### config.mk
export PLATFORM = sky130hd
export DESIGN_NAME = piso_serializer
export DESIGN_NICKNAME = d
export VERILOG_FILES = /design/src/rtl/piso_serializer.sv
export SDC_FILE = /design/constraint.sdc
export NUM_CORES = 1
export LEC_CHECK = 0
export BUFFER_PORTS_ARGS = -buffer_cell sky130_fd_sc_hd__clkbuf_2
export CORE_ASPECT_RATIO = 0.5
export CORE_MARGIN = 2
export CORE_UTILIZATION = 24
export DETAILED_ROUTE_END_ITERATION = 6
export MAX_ROUTING_LAYER = met4
export PLACE_DENSITY_LB_ADDON = 0.15
export SLEW_MARGIN = 20
export SYNTH_ARGS = -nofsm -noshare
export SYNTH_HDL_FRONTEND = slang
export SYNTH_SLANG_ARGS = --single-unit
### constraint.sdc
create_clock -name clk -period 2.2 [get_ports clk]
set_clock_uncertainty 0.2 [all_clocks]
set_input_delay 0.66 -clock clk [delete_from_list [all_inputs] [get_ports clk]]
set_output_delay 0.66 -clock clk [all_outputs]
set_load 0.01 [all_outputs]
### src/rtl/piso_serializer.sv
// piso_serializer: parallel-in, serial-out transmitter with valid/ready input,
// a one-word holding buffer for gapless streaming, and registered framing
// strobes (frame / sof / eof) aligned with each serial bit on Dout.
//
// Handshake: a word is accepted on a rising edge where in_valid && in_ready.
// in_ready depends only on the holding buffer (never on in_valid), and a
// sender that sees in_ready low must keep its word stable on Din.
module piso_serializer #(
  parameter int N         = 4,
  parameter bit MSB_FIRST = 1
) (
  input  logic         clk,
  input  logic         rst,
  input  logic [N-1:0] Din,
  input  logic         in_valid,
  output logic         in_ready,
  output logic         Dout,
  output logic         frame,
  output logic         sof,
  output logic         eof
);

  localparam int CW = (N > 1) ? $clog2(N) : 1;
  localparam logic [CW-1:0] LAST = CW'(N - 1);

  typedef enum logic {
    IDLE  = 1'b0,
    SHIFT = 1'b1
  } state_t;

  state_t        state, state_n;
  logic [N-1:0]  sr, sr_n;
  logic [CW-1:0] cnt, cnt_n;
  logic [N-1:0]  hold_data, hold_data_n;
  logic          hold_valid, hold_valid_n;
  logic          dout_n, frame_n, sof_n, eof_n;
  logic          accept;
  logic [N-1:0]  sr_shifted;

  // The buffer is the only thing that can refuse a word.
  assign in_ready = !hold_valid;
  assign accept   = in_valid && in_ready;

  // Move the next bit into the head position.
  always_comb begin
    sr_shifted = '0;
    if (MSB_FIRST) sr_shifted = {sr[N-2:0], 1'b0};
    else           sr_shifted = {1'b0, sr[N-1:1]};
  end

  // Next-state logic: load, shift, buffer, and last-bit word selection.
  always_comb begin
    state_n      = state;
    sr_n         = sr;
    cnt_n        = cnt;
    hold_data_n  = hold_data;
    hold_valid_n = hold_valid;
    case (state)
      IDLE: begin
        if (accept) begin
          sr_n    = Din;
          cnt_n   = '0;
          state_n = SHIFT;
        end
      end
      SHIFT: begin
        if (cnt != LAST) begin
          sr_n  = sr_shifted;
          cnt_n = cnt + 1'b1;
          if (accept) begin
            hold_data_n  = Din;
            hold_valid_n = 1'b1;
          end
        end else if (hold_valid) begin
          // Buffered word goes first; in_ready is low, so no accept here.
          sr_n         = hold_data;
          cnt_n        = '0;
          hold_valid_n = 1'b0;
        end else if (accept) begin
          // Empty buffer: a word arriving on the last bit loads directly.
          sr_n  = Din;
          cnt_n = '0;
        end else begin
          sr_n    = '0;
          cnt_n   = '0;
          state_n = IDLE;
        end
      end
      default: state_n = IDLE;
    endcase
  end

  // Outputs are derived from the next-state values so they register in step.
  always_comb begin
    frame_n = (state_n == SHIFT);
    dout_n  = 1'b0;
    if (frame_n) dout_n = MSB_FIRST ? sr_n[N-1] : sr_n[0];
    sof_n   = frame_n && (cnt_n == '0);
    eof_n   = frame_n && (cnt_n == LAST);
  end

  // State, datapath and output registers with synchronous reset.
  always_ff @(posedge clk) begin
    if (rst) begin
      state      <= IDLE;
      sr         <= '0;
      cnt        <= '0;
      hold_data  <= '0;
      hold_valid <= 1'b0;
      Dout       <= 1'b0;
      frame      <= 1'b0;
      sof        <= 1'b0;
      eof        <= 1'b0;
    end else begin
      state      <= state_n;
      sr         <= sr_n;
      cnt        <= cnt_n;
      hold_data  <= hold_data_n;
      hold_valid <= hold_valid_n;
      Dout       <= dout_n;
      frame      <= frame_n;
      sof        <= sof_n;
      eof        <= eof_n;
    end
  end

endmodule
Word-level counts from Yosys, hierarchy flattened

Cells that the tools add are included.

Flip-flop bits (word level): 15
Logic and storage cells: 38
Output and inout port bits: 5

Equality and inequality tests: 4
Muxes and demuxes: 14
Bitwise gates (word level): 2
$add $sub $neg: 1
Reduce and logical (&&, ||, !) cells: 8

Operator list:

| kind                                                          | count |
|---|---|
| 4-bit two-way mux                                             | 4 |
| 4-bit case mux with 2 select lines                            | 1 |
| 2-bit != test, second input constant                          | 3 |
| 1-bit two-way mux                                             | 5 |
| 2-bit two-way mux                                             | 2 |
| 2-bit case mux with 2 select lines                            | 1 |
| 1-bit logical AND                                             | 3 |
| 3-bit AND reduction                                           | 1 |
| 2-bit by 1-bit adder with 2-bit output, second input constant | 1 |
| 2-bit == test, second input constant                          | 1 |
| 2-bit logical NOT                                             | 1 |
| 1-bit inverter                                                | 2 |
| 1-bit case mux with 2 select lines                            | 1 |
| 2-bit AND reduction                                           | 1 |
| 2-bit OR reduction                                            | 1 |
| 1-bit logical NOT                                             | 1 |

Logic depth before layout (Yosys ltp)

Gate-level depths: netlist (run 1).

Word-level depth: 8
Gate-level depth with buffers: 5

Worst setup path before layout (run 1)

OpenSTA, ideal clock, no wires.

Path kind: input to register
From: input port in_valid
To: register sof
Arrival time: 1.256 ns
Required time: 1.910 ns
Path slack: 0.654 ns
Buffers on the path: 1
Stages: 4
Cell sequence: nand2b_4 buf_6 a31oi_4 nor4bb_2

Longest elaborated chain between the ends: 6

RTL lines:

| element                            | line   | RTL |
|---|---|---|
| start: declaration                 | 15     | `input logic in_valid,` |
| 1-bit logical AND (*)              | 42     | `assign accept = in_valid && in_ready;` |
| 1-bit two-way mux                  | 60, 79 |  |
| 1-bit two-way mux                  | 74     | `end else if (hold_valid) begin` |
| 1-bit two-way mux                  | 67     | `if (cnt != LAST) begin` |
| 1-bit case mux with 2 select lines | 58     | `case (state)` |
| 1-bit logical AND (*)              | 98     | `sof_n = frame_n && (cnt_n == '0);` |
| end signal: assignment             | 122    | `sof <= sof_n;` |
| end: declaration                   | 19     | `output logic sof,` |

Mark *: on every way between the ends. The rest lies on a longest branch, timed or not.
A chain may end at the register's enable or synchronous reset.

==> reports/results.tsv, run 1 <==
metric	value	unit
crit share post-route	88.3	%
fmax	515	MHz
dpl ws	390	ps
Clock Tree Buf Depth	2	
outcome	completed	
Final Max Tran Viols	0	
first-pass GRT wire length	2570	um
Core Footprint	0.00264	mm^2
worst hold path type	reg2reg	
RSZ-0062 raised after global routing	false	
Synth async-reset ratio	0	%
TritonCTS clock tree	built	
num rows	13	
fin crit period	1940	ps
crit start category	flop	
Congestion Overflow GR	0	
IO buf count	11	
Finished Core Util	30.0	%
Setup TNS	0	ps
Slew @ Worst Pin	477	ps
Pwr Density	765	mW/mm^2
WS Path Type	reg2out	
EDFF count, synth	0	
ant diodes	0	
WP data required	1340	ps
Horiz. Die Dim	79.2	um
WL/cell	12.7	um
final-report hold violation count	0	
layout cell share with drive strength beyond 1	21.7	%
Yosys top cell area share	44.2	%
Synth area leader	dfxtp_1	
sequential element share of the synthesized area	44.2	%
CP bufs+invs	1	
Clock Latency Late Sink	250	ps
final setup violating endpoints	0	
Mapped Cells	73	
Pleak	0.000290	uW
clock sink total	15	
Slew HR	68.2	%
largest cells by area after synthesis	dfxtp_1, a21oi_1, o21ai_0, a31oi_1, buf_6	
Antenna Nets Post-Route	0	
Total Power	604	uW
Yosys cell types	29	
number of global-route vias before repair	552	
Synth Flop Type	dfxtp_1	
via count	567	
critical path, cell by cell	clkbuf_2	
Syn Nets	81	
final RePlAce weighted congestion	0.777	
Avg Cell Area, Syn	9.31	um^2
DRC Markers	0	
largest net degree at the start of global routing	17	
Area Growth Syn to Fin	16.2	%
Total GRT Usage	10.7	%
CTS resizes	0	
synthesized flop and latch total	15	
total CTS buffers	3	
H-Tree Depth	1	
worst setup margin	257	ps
max-cap violations	0	
Worst EP arrival	1080	ps
initial drt markers	52	
Syn. warnings	0	
io pins	12	
post-DP HPWL	1060	um
crit path capture type	output pin	
overall routed net length	1530	um
vias per inst	4.73	
Post CTS Setup Buffer Count	0	
Clk pin slew, worst setup/hold paths	60	ps
most frequent cell after synthesis	dfxtp_1	
CP delay by family, top	flip-flops	
first-pass iteration count of the detailed router	4	
worst-path fanout max	16	
Slowest-stage cell, CP	dfxtp_1	
hold_buf cts	0	
Synth top cells by count	dfxtp_1, a21oi_1, o21ai_0, nand2_1	
peak supply drop	0.000185	V
crit-path max cell delay	610	ps
Root Buffer	clkbuf_8	
nets@finish	92	
full die area	0.00330	mm^2
initial antenna violation count	0	
Die H	41.6	um
Syn Std Cell Area	679	um^2
starting density of the core	25.8	%
==> stage by stage <==
| step | hold slack, ps | cell area (um^2) | instances |
|---|---|---|---|
| final | 274 | 790 | 120 |
| after global routing | 310 | 790 | 120 |
| after CTS | 279 | 790 | 120 |
| after detailed placement | 269 | 744 | 116 |
| after global placement | 267 | 744 | 116 |
| after floorplan | 249 | 679 | 73 |
==> final timing paths <==
| check | startpoint | endpoint | slack [ps] | cells past startpoint |
|---|---|---|---|---|
| hold / removal | hold_data[0] | hold_data[0] | 270 | 2 |
| setup reg to reg | cnt[1] | Dout | 430 | 4 |
| setup / recovery | state | frame | 260 | 1 |
| hold reg to reg | hold_data[0] | hold_data[0] | 270 | 2 |
==> layer usage <==
metal / GRT usage, % / vias to the layer above / wire (um)
li1: - / 291 / -
met1: 13.9 / 260 / 798
met2: 14.2 / 16 / 638
met3: 4.78 / 0 / 88
met4: 4.14 / 0 / 0
met5: - / - / 0
==> state kept, by name, indices dropped and copies added (netlist names) <==
signal / count
hold_data: 4
sr: 4
cnt: 2
Dout: 1
eof: 1
hold_valid: 1
sof: 1
state: 1
==> power breakdown <==
group | total [uW] | internal, uW | switching [uW]
Sequential | 303 | 288 | 15.0
Combinational | 74.7 | 31.9 | 42.8
Clock | 226 | 128 | 97.8
==> cells in the final DEF, fill, tap and decap left out, types with 2 or more instances in the layout <==
cell type | netlist | final
dfxtp_1 | 15 | 15
clkbuf_2 | 0 | 11
o21ai_0 | 6 | 6
a21oi_1 | 6 | 6
nand2_1 | 5 | 5
nand3_1 | 4 | 4
a31oi_1 | 4 | 4
nor2_1 | 4 | 4
clkbuf_8 | 0 | 3
inv_1 | 2 | 2
nor2b_1 | 2 | 2
nand2b_1 | 2 | 2
nand4_1 | 2 | 2
a32oi_1 | 2 | 2
==> logic make-up after synthesis <==
kind of cell / after synthesis / synth area share [%]
AND/OR/NAND/NOR: 27 / 24.7
AO/OA/AOI/OAI: 23 / 22.8
flip-flops: 15 / 44.2
buffers and inverters: 7 / 6.45
adder cells (fa/ha/maj): 1 / 1.84
==> cell type report <==
class	count	area, um^2
Tap cell	37	46.3
Multi-Input combinational cell	51	335
Inverter	2	7.51
Fill cell	305	1850
Clock buffer	4	45.0
Sequential cell	15	300
Timing Repair Buffer	11	55.1
Note: power is estimated with default switching activity, not from simulation.
==> run 2: changes to the inputs <==
- clock period: 2.2 -> 1.9 ns (I/O delays scaled with it)
==> run 2 against run 1 <==
Flip-flop and latch count stayed put. Combinational power rose by 20%. Sequential share of layout area down 0.26 points. Global-route usage shrank 0.55 points. Critical path type unchanged. Largest power group unchanged.
==> reports/results.tsv, run 2 (synthesis results as in run 1) <==
metric	value	unit
Largest regs	hold_data: 4 flops, sr: 4 flops, cnt: 2 flops	
commonest non-fill, non-tap cell in the layout	dfxtp_1	
Die H	41.6	um
layout cell share with drive strength beyond 1	23.8	%
WHS Path Cells	2	
H-Tree Depth	1	
worst-path fanout max	10	
Clk pin slew, worst setup/hold paths	60	ps
min-delay src	hold_data[0]	
WL/cell	12.0	um
Final Max Tran Viols	0	
number of global-route vias before repair	519	
peak supply drop	0.000204	V
Pwr Density	877	mW/mm^2
reg2reg end	eof	
overall routed net length	1450	um
starting density of the core	25.8	%
Post CTS Setup Buffer Count	0	
io pins	12	
first-pass GRT wire length	2440	um
crit path capture type	output pin	
Clock Latency Late Sink	250	ps
fmax	585	MHz
final RePlAce weighted congestion	0.752	
initial antenna violation count	0	
crit share post-route	89.9	%
RSZ-0062 raised after global routing	false	
total CTS buffers	3	
vias per inst	4.93	
Clock Tree Buf Depth	2	
Congestion Overflow GR	0	
clock sink total	15	
full die area	0.00330	mm^2
post-DP HPWL	1040	um
DRC Markers	0	
Slew HR	73.4	%
critical path, cell by cell	inv_1, clkbuf_2	
Cells after DPL	117	
Area Growth Syn to Fin	17.5	%
Root Buffer	clkbuf_8	
hold path endpoint	hold_data[0]	
largest net degree at the start of global routing	17	
crit-path max cell delay	470	ps
Horiz. Die Dim	79.2	um
Antenna Nets Post-Route	0	
WP data required	1130	ps
num rows	13	
crit start category	flop	
worst r2r src	cnt[1]	
Setup TNS	0	ps
fin crit period	1710	ps
initial drt markers	34	
nets@finish	93	
via count	596	
Slowest-stage cell, CP	dfxtp_1	
WS Path Type	reg2out	
outcome	completed	
CP bufs+invs	2	
ant diodes	0	
most frequent cells in the layout	dfxtp_1, clkbuf_2, o21ai_0, a21oi_1, nand2_1	
Reg2Reg Depth	4	
Worst EP arrival	940	ps
Slew @ Worst Pin	400	ps
Total GRT Usage	10.1	%
final-report hold violation count	0	
max-cap violations	0	
reg2reg setup slack	250	ps
final std cells w/o fill	121	
IO buf count	11	
Pleak	0.000294	uW
first-pass iteration count of the detailed router	4	
TritonCTS clock tree	built	
Core Footprint	0.00264	mm^2
final setup violating endpoints	0	
CP delay by family, top	flip-flops	
worst hold path type	reg2reg	
## run 2: cell types whose count changed in the layout (fill, tap and decap cells not counted)
cell,previous run,this run
buf_4,0,1
dfxtp_1,15,14
dfxtp_2,0,1
## run 2: layer usage
metal / GRT usage (%) / wire length (um)
met2: 12.5 / 599
met4: 4.48 / 10
met3: 5.87 / 121
met5: - / 0
met1: 12.9 / 722
## run 2: stage by stage
step	worst slack, ps	total power, uW	instance area, um^2	hold WS, ps	utilization (%)
6_report	191	700	798	283	30.3
5_1_grt	107	731	798	322	30.3
4_1_cts	54.3	706	797	285	30.2
3_5_place_dp	168	446	752	274	28.5
3_3_place_gp	165	444	752	267	28.5
2_1_floorplan	404	420	679	249	-
## run 2: layout make-up
class / instances / area [um^2]
tap: 37 / 46.3
inverter: 2 / 7.51
fill: 285 / 1840
clock buffer: 4 / 45.0
sequential: 15 / 302
multi-input combinational: 51 / 335
timing repair buffer: 12 / 62.6
## run 2: power by group
part / switching [uW] / internal [uW]
combinational: 50.4 / 38.9
sequential: 17.0 / 334
clock: 112 / 149
total: 179 / 521
## run 2: timing repair
action,4_1_cts,5_1_grt
resized for setup,0,1
hold buffers,0,0
endpoints found under the setup margin,0,1
## run 2: worst max-delay path by stage
stage	slack [ps]	endpoint	cells after the start	startpoint
global route	110	eof	4	cnt[1]
CTS	50	frame	1	state
global placement	170	eof	4	in_valid
floorplan	400	Dout	5	cnt[1]
detailed placement	170	eof	4	in_valid
finish	190	in_ready	2	hold_valid
## run 2: worst register-to-register path: stages, from the launching register on
cell and delay (ps):
dfxtp_1 370, ha_1 390, nand2b_1 100, a21oi_1 370, nor4_1 100
